<file path="src/rtl/vga_timing_controller_if.sv">
`default_nettype none
// ============================================================================
//  Module      : vga_timing_controller_if
//  Description : Run-enable and video timing outputs of the VGA timing
//                controller, bundled as one interface.
//                The master side drives enable_in and receives the outputs.
//                The slave side is the timing controller itself.
//  Revision    : 1.0 - initial release
// ============================================================================
interface vga_timing_controller_if #(
   parameter int WIDTH_BITS  = 10,
   parameter int HEIGHT_BITS = 9
);
   logic                   enable_in;
   logic [WIDTH_BITS-1:0]  pixel_x_out;
   logic [HEIGHT_BITS-1:0] pixel_y_out;
   logic                   video_on_out;
   logic                   h_sync_out;
   logic                   v_sync_out;
   logic                   pixel_tick_out;
   logic                   frame_start_out;

   modport master (
      output enable_in,
      input  pixel_x_out, pixel_y_out, video_on_out, h_sync_out,
      input  v_sync_out, pixel_tick_out, frame_start_out
   );

   modport slave (
      input  enable_in,
      output pixel_x_out, pixel_y_out, video_on_out, h_sync_out,
      output v_sync_out, pixel_tick_out, frame_start_out
   );
endinterface
`default_nettype wire

</file>
<file path="src/rtl/vga_timing_controller.sv">
`default_nettype none
// ============================================================================
//  Module      : vga_timing_controller
//  Description : VGA raster timing generator.
//                A clock divider produces a pixel tick.
//                On each tick the registered outputs take the decode of the
//                current (h,v) position, and the counters step to the next
//                position.
//                Dropping enable_in returns everything to the idle state.
//  Revision    : 1.0 - initial release
// ============================================================================
module vga_timing_controller #(
   parameter int H_DISPLAY   = 640,
   parameter int H_FRONT     = 16,
   parameter int H_SYNC      = 96,
   parameter int H_BACK      = 48,
   parameter int V_DISPLAY   = 480,
   parameter int V_FRONT     = 10,
   parameter int V_SYNC      = 2,
   parameter int V_BACK      = 33,
   parameter int WIDTH_BITS  = 10,
   parameter int HEIGHT_BITS = 9,
   parameter int CLOCK_DIV   = 2
) (
   input  logic                    clock_in,
   input  logic                    reset_n_in,
   vga_timing_controller_if.slave  vga
);

   localparam int H_TOTAL = H_DISPLAY + H_FRONT + H_SYNC + H_BACK;
   localparam int V_TOTAL = V_DISPLAY + V_FRONT + V_SYNC + V_BACK;
   localparam int H_W     = $clog2(H_TOTAL);
   localparam int V_W     = $clog2(V_TOTAL);
   // A divide-by-one still needs a 1-bit register to keep the logic uniform
   localparam int DIV_W   = (CLOCK_DIV > 1) ? $clog2(CLOCK_DIV) : 1;

   localparam logic [H_W-1:0]   H_LAST       = H_W'(H_TOTAL - 1);
   localparam logic [H_W-1:0]   H_VIS_END    = H_W'(H_DISPLAY);
   localparam logic [H_W-1:0]   H_SYNC_FIRST = H_W'(H_DISPLAY + H_FRONT);
   localparam logic [H_W-1:0]   H_SYNC_LAST  = H_W'(H_DISPLAY + H_FRONT + H_SYNC - 1);
   localparam logic [V_W-1:0]   V_LAST       = V_W'(V_TOTAL - 1);
   localparam logic [V_W-1:0]   V_VIS_END    = V_W'(V_DISPLAY);
   localparam logic [V_W-1:0]   V_SYNC_FIRST = V_W'(V_DISPLAY + V_FRONT);
   localparam logic [V_W-1:0]   V_SYNC_LAST  = V_W'(V_DISPLAY + V_FRONT + V_SYNC - 1);
   localparam logic [DIV_W-1:0] DIV_LAST     = DIV_W'(CLOCK_DIV - 1);

   logic [DIV_W-1:0]       div_q, div_d;
   logic [H_W-1:0]         h_count_q, h_count_d;
   logic [V_W-1:0]         v_count_q, v_count_d;

   logic [WIDTH_BITS-1:0]  pixel_x_q;
   logic [HEIGHT_BITS-1:0] pixel_y_q;
   logic                   video_on_q;
   logic                   h_sync_q;
   logic                   v_sync_q;
   logic                   pixel_tick_q;
   logic                   frame_start_q;

   logic                   w_tick;
   logic                   w_h_vis;
   logic                   w_v_vis;
   logic                   w_h_sync_n;
   logic                   w_v_sync_n;
   logic                   w_at_origin;

   assign w_tick = vga.enable_in && (div_q == DIV_LAST);

   // Decode of the position currently held in the counters
   assign w_h_vis     = (h_count_q < H_VIS_END);
   assign w_v_vis     = (v_count_q < V_VIS_END);
   assign w_h_sync_n  = !((h_count_q >= H_SYNC_FIRST) && (h_count_q <= H_SYNC_LAST));
   assign w_v_sync_n  = !((v_count_q >= V_SYNC_FIRST) && (v_count_q <= V_SYNC_LAST));
   assign w_at_origin = (h_count_q == '0) && (v_count_q == '0);

   // Next-state of the divider and the raster counters
   always_comb begin
      div_d     = div_q;
      h_count_d = h_count_q;
      v_count_d = v_count_q;
      if (!vga.enable_in) begin
         div_d     = '0;
         h_count_d = '0;
         v_count_d = '0;
      end else begin
         div_d = w_tick ? '0 : div_q + 1'b1;
         if (w_tick) begin
            h_count_d = (h_count_q == H_LAST) ? '0 : h_count_q + 1'b1;
            if (h_count_q == H_LAST) begin
               v_count_d = (v_count_q == V_LAST) ? '0 : v_count_q + 1'b1;
            end
         end
      end
   end

   // Divider and raster counter registers
   always_ff @(posedge clock_in or negedge reset_n_in) begin
      if (!reset_n_in) begin
         div_q     <= '0;
         h_count_q <= '0;
         v_count_q <= '0;
      end else begin
         div_q     <= div_d;
         h_count_q <= h_count_d;
         v_count_q <= v_count_d;
      end
   end

   // Output registers: load the decode on a tick, hold between ticks, idle when disabled
   always_ff @(posedge clock_in or negedge reset_n_in) begin
      if (!reset_n_in) begin
         pixel_x_q     <= '0;
         pixel_y_q     <= '0;
         video_on_q    <= 1'b0;
         h_sync_q      <= 1'b1;
         v_sync_q      <= 1'b1;
         pixel_tick_q  <= 1'b0;
         frame_start_q <= 1'b0;
      end else if (!vga.enable_in) begin
         pixel_x_q     <= '0;
         pixel_y_q     <= '0;
         video_on_q    <= 1'b0;
         h_sync_q      <= 1'b1;
         v_sync_q      <= 1'b1;
         pixel_tick_q  <= 1'b0;
         frame_start_q <= 1'b0;
      end else if (w_tick) begin
         pixel_x_q     <= w_h_vis ? WIDTH_BITS'(h_count_q) : '0;
         pixel_y_q     <= w_v_vis ? HEIGHT_BITS'(v_count_q) : '0;
         video_on_q    <= w_h_vis && w_v_vis;
         h_sync_q      <= w_h_sync_n;
         v_sync_q      <= w_v_sync_n;
         pixel_tick_q  <= 1'b1;
         frame_start_q <= w_at_origin;
      end else begin
         pixel_tick_q  <= 1'b0;
         frame_start_q <= 1'b0;
      end
   end

   assign vga.pixel_x_out     = pixel_x_q;
   assign vga.pixel_y_out     = pixel_y_q;
   assign vga.video_on_out    = video_on_q;
   assign vga.h_sync_out      = h_sync_q;
   assign vga.v_sync_out      = v_sync_q;
   assign vga.pixel_tick_out  = pixel_tick_q;
   assign vga.frame_start_out = frame_start_q;

endmodule
`default_nettype wire

</file>
<file path="src/flat_wrapper.sv">
// flat-port wrapper written by rule: the top's interface ports become plain ports
module vga_timing_controller_flat 
#(
   parameter int H_DISPLAY   = 640,
   parameter int H_FRONT     = 16,
   parameter int H_SYNC      = 96,
   parameter int H_BACK      = 48,
   parameter int V_DISPLAY   = 480,
   parameter int V_FRONT     = 10,
   parameter int V_SYNC      = 2,
   parameter int V_BACK      = 33,
   parameter int WIDTH_BITS  = 10,
   parameter int HEIGHT_BITS = 9,
   parameter int CLOCK_DIV   = 2
)
  (clock_in, reset_n_in, vga_enable_in, vga_pixel_x_out, vga_pixel_y_out, vga_video_on_out, vga_h_sync_out, vga_v_sync_out, vga_pixel_tick_out, vga_frame_start_out);
  vga_timing_controller_if #(.WIDTH_BITS(WIDTH_BITS), .HEIGHT_BITS(HEIGHT_BITS)) vga_i ();
  input  logic clock_in;
  input  logic reset_n_in;
  input wire logic [$bits(vga_i.enable_in)-1:0] vga_enable_in;
  output wire logic [$bits(vga_i.pixel_x_out)-1:0] vga_pixel_x_out;
  output wire logic [$bits(vga_i.pixel_y_out)-1:0] vga_pixel_y_out;
  output wire logic [$bits(vga_i.video_on_out)-1:0] vga_video_on_out;
  output wire logic [$bits(vga_i.h_sync_out)-1:0] vga_h_sync_out;
  output wire logic [$bits(vga_i.v_sync_out)-1:0] vga_v_sync_out;
  output wire logic [$bits(vga_i.pixel_tick_out)-1:0] vga_pixel_tick_out;
  output wire logic [$bits(vga_i.frame_start_out)-1:0] vga_frame_start_out;
  assign vga_i.enable_in = vga_enable_in;
  assign vga_pixel_x_out = vga_i.pixel_x_out;
  assign vga_pixel_y_out = vga_i.pixel_y_out;
  assign vga_video_on_out = vga_i.video_on_out;
  assign vga_h_sync_out = vga_i.h_sync_out;
  assign vga_v_sync_out = vga_i.v_sync_out;
  assign vga_pixel_tick_out = vga_i.pixel_tick_out;
  assign vga_frame_start_out = vga_i.frame_start_out;
  vga_timing_controller #(.H_DISPLAY(H_DISPLAY), .H_FRONT(H_FRONT), .H_SYNC(H_SYNC), .H_BACK(H_BACK), .V_DISPLAY(V_DISPLAY), .V_FRONT(V_FRONT), .V_SYNC(V_SYNC), .V_BACK(V_BACK), .WIDTH_BITS(WIDTH_BITS), .HEIGHT_BITS(HEIGHT_BITS), .CLOCK_DIV(CLOCK_DIV)) u_core (.clock_in(clock_in), .reset_n_in(reset_n_in), .vga(vga_i));
endmodule
</file>
<file path="config.mk">
export PLATFORM = sky130hd
export DESIGN_NAME = vga_timing_controller_flat
export DESIGN_NICKNAME = d
export VERILOG_FILES = /design/src/rtl/vga_timing_controller_if.sv /design/src/rtl/vga_timing_controller.sv /design/src/flat_wrapper.sv
export SDC_FILE = /design/constraint.sdc
export NUM_CORES = 1
export LEC_CHECK = 0
export BUFFER_PORTS_ARGS = -buffer_cell sky130_fd_sc_hd__buf_2
export CORE_MARGIN = 2
export CORE_UTILIZATION = 57
export DETAILED_ROUTE_END_ITERATION = 6
export GPL_TIMING_DRIVEN = 1
export HOLD_SLACK_MARGIN = 0.15
export MAX_ROUTING_LAYER = met4
export PLACE_DENSITY = 0.85
export SLEW_MARGIN = 20
export SYNTH_ARGS = -nofsm -noshare
export SYNTH_HDL_FRONTEND = slang
export SYNTH_SLANG_ARGS = --single-unit
</file>
<file path="constraint.sdc">
create_clock -name clock_in -period 2.33 [get_ports clock_in]
set_input_delay 0.233 -clock clock_in [delete_from_list [all_inputs] [get_ports clock_in]]
set_output_delay 0.233 -clock clock_in [all_outputs]
set_load 0.005 [all_outputs]
</file>
==> results of run 1 <==
power by group:
group | internal (mW) | switching (mW)
logic | 0.0536 | 0.0840
clock network | 0.311 | 0.253
registers | 0.811 | 0.0536
synth_stat cells, drive strengths merged (2+ instances only):
master and instances:
or3 2, ha 5, nor2 11, a41o 2, nor3 2, nand2 17
nor4b 2, xnor2 3, a21boi 2, o21ai 3, and4 2, buf 7
xor2 4, a21oi 4, nand2b 6, nand3 7, clkbuf 5, dfstp 2
and3 4, a22o 18, nand4 6, inv 8, and2 2, mux2i 3
nand3b 2, dfrtp 43, a31oi 11, nor4 4
state kept, by name (all words and copies together) (netlist names):
register / cells
u_core.vga.pixel_x_out: 10
u_core.vga.pixel_tick_out: 1
u_core.v_count_q: 10
u_core.vga.pixel_y_out: 9
u_core.vga.h_sync_out: 1
u_core.h_count_q: 10
u_core.div_q: 1
u_core.vga.v_sync_out: 1
u_core.vga.frame_start_out: 1
u_core.vga.video_on_out: 1
per-stage QoR:
stage               cells  power [mW]  setup slack (ps)  hold WS, ps
CTS                   271        1.57               259          229
finish                271        1.57               259          226
detailed placement    263        1.01               302          444
global route          271        1.63              42.9          225
floorplan             199       0.960               720        -62.6
global placement      263        1.01               393          434
final cells by class:
cell class / instances / share of cell area (%)
tap: 48 / 2.48
clock buffer: 5 / 2.84
inverter: 8 / 1.24
timing repair buffer: 29 / 6.40
multi-input combinational: 134 / 39.0
clock inverter: 2 / 1.45
sequential: 45 / 46.6
worst max-delay path, cell delays in order, from the launching register on:
cell and delay [ps]:
sky130_fd_sc_hd__dfrtp_1 460, sky130_fd_sc_hd__ha_1 260, sky130_fd_sc_hd__nor3b_1 260, sky130_fd_sc_hd__a41o_1 560
sky130_fd_sc_hd__buf_4 220, sky130_fd_sc_hd__nand2_1 60, sky130_fd_sc_hd__mux2i_1 180
cells by family (layout without fill, tap and decap cells):
family | Yosys count | count (layout)
compound gates | 46 | 46
xor+xnor | 7 | 7
fa+ha+maj | 5 | 5
buf+inv | 20 | 44
flops | 45 | 45
mux | 3 | 3
simple gates | 73 | 73
final timing paths:
check                                                 end  slack, ps  cells past startpoint
worst max-delay path                  u_core.v_count_q[0]        260                      6
worst min-delay path                u_core.vga.h_sync_out        230                      2
worst max register to register        u_core.v_count_q[0]        260                      6
worst min register to register  u_core.vga.pixel_x_out[2]        500                      1
max in group asynchronous             u_core.h_count_q[4]       1090                      2
min in group asynchronous             u_core.v_count_q[5]        620                      2
routing by layer:
layer  track usage (%)  vias up  wire [um]  part of all wire, %
met3              4.94        6        218                  4.9
met4              7.40        0         66                  1.5
li1                  -      782          -                    -
met2              32.6       50       1920                   43
met1              33.5      793       2210                   50
met5                 -        -          0                    0
repair_timing:
action,CTS,global route
resized for setup,0,0
hold endpoints to repair,43,0
hold buffers,1,0
==> results.md, run 1 <==
- The flow ran to the end, and the final reports show no timing, DRC or antenna violations.
- After detailed routing, the average wire length per cell comes to 16.3 um.
- The maximum buffer depth of the clock tree is 2.
- From synthesis to final layout, the design area changed by 10.7%.
- The first detailed-routing pass took 4 iterations.
- Each instance of the synthesized netlist takes up on average 11.0 um^2.
- For this run, the top clock speed supported by timing is 483 MHz.
- The xor and xnor area share after synthesis is 2.80%.
- The placed standard-cell area is 2310 um^2.
- The static leakage is 1.17 nW.
- The floorplan step defined a core boundary enclosing 3690 um^2.
- The first-pass GRT wire length is 7.47 mm.
- In this run the core area contains 22 standard-cell rows.
- In the final timing run, aggregate negative setup slack is 0 ps.
- The final count of pins violating max slew is 0.
- The area occupied by registers is 1130 um^2.
- The final period utilization is 88.9%.
- Summing the areas of all and, or, nand and nor instances in the mapped netlist gives 20.1% of the synthesized area.
- The post-CTS setup buffer count is 0.
- The data arrival at the endpoint of the critical path is 2290 ps.
- From left edge to right edge, the die measures 66.0 um.
- The total power density per cell area is 647 nW/um^2.
- The clock tree synthesis step divided the H-tree into 2 levels.
- On the final layout, the worst clock skew is 5.05 ps.
- The start point of the critical path is u_core.h_count_q[0].
- The worst hold path belongs to the class in2reg.
- The final wirelength is 4.42 mm.
- The via count is 1,631.
- The number of global-route vias before repair is 1,539.
- Setup violations remaining at the end of the flow were counted as 0.
- The detail-routed via count per cell is 6.02.
- The remaining global-route overflow is 0.
- The detail route stage leaves a number of antenna-violating nets equal to 0.
- The most used flip-flop cell after synthesis is sky130_fd_sc_hd__dfrtp_1.
- Of the post-synthesis cell area, the part taken by muxes is 1.37%.
- The critical path capture point type is a register.
- The worst slew margin relative to its limit is 34.7%.
- After Yosys synthesis, full adders, half adders and majority gates account for 2.86% of the synthesized area.
- By area, the combinational part of the netlist is dominated by simple AND/OR/NAND/NOR gates.
- After routing the design area is 2420 um^2.
- The clock net in this run drives a total of 45 sinks.
- The area of combinational cells with multiple inputs is 946 um^2.
- Leaving out fill and tap cells, the most frequent cell in the layout is sky130_fd_sc_hd__dfrtp_1.
- The root buffer cell chosen for the clock tree is sky130_fd_sc_hd__clkbuf_8.
- The top cell type by area accounts for 49.1% of the synthesized area.
- The share of cells above drive strength 1 is 20.6%.
- Yosys attributes the largest share of cell area to sky130_fd_sc_hd__dfrtp_1, sky130_fd_sc_hd__a22o_1, sky130_fd_sc_hd__a31oi_1.
- Summing the sequential cell areas from Yosys gives 51.5% of the chip area.
- The number of buffers added on ports is 26.
- The register clock-pin slew on the reported worst setup and hold paths is 80 ps.
- Fill cells in the final layout number 295.
- The global-route usage over all layers is 23.1%.
- Yosys mapped the design onto 50 distinct sky130hd cell types.
- Of all cell types, the one taking the most synthesized area is sky130_fd_sc_hd__dfrtp_1.
- The synthesized-area fraction occupied by ao, oa, aoi and oai cells is 16.1%.
- The final-report hold violation count is 0.
- TritonCTS created 5 clock buffers.
- The number of antenna diodes in the final layout is 0.
- Setup repair after global routing left no endpoint under its margin.
- For the worst setup path, the data required time is 2550 ps.
- Summing every instance area after synthesis gives 2190 um^2.
- The post-synth net total is 207.
- The synthesized netlist cell count is 199.
- The die covers 4350 um^2.
- The post-route core utilization is 65.7%.
- The max-capacitance violation count is 0.
- Yosys mapped a number of flops with a built-in enable equal to 0.
- At the pin with the least slew margin, the transition time is 980 ps.
- STA classifies the critical path startpoint as a register.
- The placer's final routability congestion estimate is 0.838.
- The critical path class is reg2reg.
- After detailed routing, the number of remaining DRC violations is 0.
- For this configuration, the core starts out at a cell density of 59.4%.
- The die is 66.0 um tall.
- IR analysis of the VDD net gives a maximum drop of 0.000337 V.
- The startpoint identified for the worst hold timing path is vga_enable_in.
- TritonCTS built the clock tree.
- Of all flip-flops after synthesis, the portion carrying an async set or reset was 100%.
- The clock latency on the worst-skew pair is 300 ps.
- In the layout the commonest cells are sky130_fd_sc_hd__dfrtp_1, sky130_fd_sc_hd__buf_2, sky130_fd_sc_hd__a22o_1.
- The number of nets at the end of the flow is 231.
- The number of DRC markers in iteration 0 is 132.
- The number of antenna violations at the first check in global routing is 0.
- The post-route minimum period is 2070 ps.
- 27 I/O pins were placed.
- The count of warnings emitted by yosys is 0.
- Entering global routing, the biggest net connects 46 pins.
- The worst register-to-register path begins at u_core.h_count_q[0].
- The flip-flop and latch count after synthesis is 45.
- Detailed placement finished with a half-perimeter wire length of 2.99 mm.
- The highest net fanout along the worst path is 18.
Note: power is estimated with default switching activity, not from simulation.
==> run 2, diff against run 1 <==
--- a/config.mk
+++ b/config.mk
@@ -5,14 +5,15 @@
 export SDC_FILE = /design/constraint.sdc
 export NUM_CORES = 1
 export LEC_CHECK = 0
-export BUFFER_PORTS_ARGS = -buffer_cell sky130_fd_sc_hd__buf_2
+export CORE_ASPECT_RATIO = 1.5
 export CORE_MARGIN = 2
-export CORE_UTILIZATION = 57
+export CORE_UTILIZATION = 62
 export DETAILED_ROUTE_END_ITERATION = 6
+export DONT_BUFFER_PORTS = 1
 export GPL_TIMING_DRIVEN = 1
 export HOLD_SLACK_MARGIN = 0.15
 export MAX_ROUTING_LAYER = met4
-export PLACE_DENSITY = 0.85
+export PLACE_DENSITY = 0.84
 export SLEW_MARGIN = 20
 export SYNTH_ARGS = -nofsm -noshare
 export SYNTH_HDL_FRONTEND = slang
==> run 2 against run 1 <==
Fmax rose by 1.2%; setup slack improved by 25 ps; sequential share of layout area rose by 2.0 points; clock power rose by 2%; worst hold slack got worse by 60 ps; final area fell by 4.1%; first-iteration DRC count fell by 54%; combinational power fell by 8%; clock-buffer cell count rose by 1; critical path type unchanged; critical endpoint is now u_core.v_count_q[8]; largest cell class unchanged.
==> results.md, run 2 (synthesis results as in run 1) <==
- The share of cells above drive strength 1 is 10.5%.
- The number of iterations in the first detailed-routing pass is 5.
- The path class of the lowest-slack min-delay path is in2reg.
- In this run the critical register-to-register path is launched from u_core.h_count_q[0].
- In this run, CTS created clock tree buffers numbering 5.
- The placed wire-length estimate after detailed placement is 3.29 mm.
- The slowest stage of the critical path is the sky130_fd_sc_hd__dfrtp_1 cell.
- The final route contains 1,607 vias.
- The max-capacitance violation count is 0.
- The maximum number of pins on one net before global-route repair is 46.
- The count of cells in the finished layout, fillers not included, comes to 242.
- The number of cells traversed by the worst hold path is 2.
- The library cells used most frequently in the layout, excluding fill and tap cells, are sky130_fd_sc_hd__dfrtp_1, sky130_fd_sc_hd__a22o_1, sky130_fd_sc_hd__nand2_1.
- The area growth from synthesis to layout is 6.11%.
- The endpoint of the lowest-slack register-to-register path is u_core.v_count_q[8].
- CTS saw 45 sinks.
- The static leakage is 1.05 nW.
- The total negative slack for setup checks is 0 ps.
- The startpoint identified for the worst hold timing path is vga_enable_in.
- In this run the core area contains 26 standard-cell rows.
- Summing all placed instances gives a cell area of 2170 um^2.
- The area of the core region is 3380 um^2.
- The final period utilization is 87.8%.
- Measured along the x axis, the die boundary spans 52.5 um.
- The signal on the critical path passes through ha_1, nor3b_1, a41o_1, buf_4, a31oi_1, a31oi_1.
- In the routed layout, each cell is associated on average with a via count of 6.64.
- On the critical path the largest part of the delay comes from compound AO/OA/AOI/OAI gates.
- After detailed routing, the total wire length is 4.54 mm.
- The final count of pins violating max slew is 0.
- Including well taps, the total number of placed cells is 231.
- The worst slew margin relative to its limit is 51.7%.
- The final routed DRC violation total is 0.
- The clock latency on the worst-skew pair is 300 ps.
- The buffer and inverter count on the worst path is 1.
- The I/O pin total is 27.
- STA classifies the critical path startpoint as a register.
- The critical path is of the reg2reg type.
- For this block, the initial DRC count from the detailed router was 61.
- In this run the register-to-register setup slack is 280 ps.
- For the pin with the worst max-slew slack, the measured transition is 723 ps.
- The smallest clock period supported by the final layout is computed as 2050 ps.
- The number of nets at the end of the flow is 207.
- The worst setup margin is 284 ps.
- The required time of the critical path is 2550 ps.
- The number of global-route vias before repair is 1,547.
- In this run the worst path has a maximum fanout of 12.
- The clock tree from TritonCTS is done.
- The critical path capture point type is a register.
- After global routing the overflow that remains totals 0.
- The first-pass GRT wire length is 7.56 mm.
- The worst slack at placement is 335 ps.
- The final-report hold violation count came to 0.
- The routed wirelength normalized by instance count is 18.8 um.
- The worst hold path terminates at u_core.vga.pixel_tick_out.
- The number of H-tree levels is 2.
- The start point of the critical path is u_core.h_count_q[0].
- Setup repair after global routing left no endpoint under its margin.
- The register clock-pin slew on the reported worst setup and hold paths is 90 ps.
- Data on the critical path arrives at its endpoint at 2260 ps.
- The flow ran to the end, and the final reports show no timing, DRC or antenna violations.
- The count of nets left with antenna violations after detail routing is 0.
- The largest stage delay on the critical path is 470 ps.
- The clock passes through at most 2 buffers.
- The height of the die is 76.8 um.
- The starting density of the core is 64.7%.
- The number of buffers added on ports is 0.
- The setup clock skew after layout is 9.88 ps.
- For this run, the top clock speed supported by timing is 489 MHz.
- The global-route usage over all layers is 25.6%.
- Power spread over the standard cell area amounts to 678 nW/um^2.
- The repair_antennas step left the layout with diodes totalling 0.
- The number of antenna violations at the first check in global routing came to 0.
- Leaving out fill and tap cells, the most frequent cell in the layout is sky130_fd_sc_hd__dfrtp_1.
- The final-report setup violation count is 0.
- Routability-driven placement finished with a final weighted congestion of 0.952.
- The die covers 4030 um^2.
- The clock tree root buffer cell is sky130_fd_sc_hd__clkbuf_8.
- The number of cells on the worst reg-to-reg path is 6.
- By instance count, the cell type seen most on the critical path is sky130_fd_sc_hd__a31oi_1.
- VDD sags by at most 0.000620 V.
- Summing all non-filler instances in the final layout gives an area of 2320 um^2.
## run 2: cell count changes in the layout (fill, tap and decap cells not counted), sizes merged
cell,delta
buf,-25
clkbuf,+1
dlygate4sd3,+1
## run 2: area by class of cell
cell class | count | area (um^2)
sequential | 45 | 1130
fill | 247 | 1060
multi-input combinational | 134 | 946
clock buffer | 6 | 72.6
timing repair buffer | 5 | 55.1
tap | 42 | 52.6
clock inverter | 2 | 38.8
inverter | 8 | 30.0
## run 2: worst max-delay path by stage
stage,slack (ps),to,depth (start not counted)
after global placement,450,u_core.v_count_q[2],6
final,280,u_core.v_count_q[8],6
after CTS,310,u_core.v_count_q[8],6
after detailed placement,330,u_core.v_count_q[6],6
after floorplan,720,u_core.v_count_q[8],7
after global routing,70,u_core.v_count_q[8],6
## run 2: repair_timing
item | CTS | global route
resized for setup | 0 | 0
hold buffers | 3 | 0
setup buffers | 0 | 0
endpoints found under the hold margin | 49 | 0
## run 2: per-stage QoR
| stage | hold slack, ps | utilization (%) | power, mW |
|---|---|---|---|
| 2_1_floorplan | -62.6 | - | 0.960 |
| 3_3_place_gp | -61.7 | 64.2 | 0.979 |
| 4_1_cts | 163 | 68.7 | 1.59 |
| 5_1_grt | 172 | 68.7 | 1.64 |
| 3_5_place_dp | -61.7 | 64.2 | 0.989 |
| 6_report | 166 | 68.7 | 1.57 |
## run 2: worst register-to-register path, cell delays in order (launching register included)
cell and delay (ps):
sky130_fd_sc_hd__dfrtp_1 470, sky130_fd_sc_hd__ha_1 290, sky130_fd_sc_hd__nor3b_1 280, sky130_fd_sc_hd__a41o_1 420
sky130_fd_sc_hd__buf_4 240, sky130_fd_sc_hd__a31oi_1 80, sky130_fd_sc_hd__a31oi_1 180
## run 2: per-layer routing
metal	GRT usage (%)	wire length, um
met5	-	0
met2	44.3	2570
met4	7.69	61
met3	4.86	192
met1	29.2	1720
## run 2: where the power goes
group | switching (mW) | internal, mW | leakage, nW | total (mW)
sequential | 0.0566 | 0.812 | 0.613 | 0.868
clock | 0.257 | 0.322 | 0.0554 | 0.579
combinational | 0.0767 | 0.0507 | 0.378 | 0.127
total | 0.390 | 1.18 | 1.05 | 1.57
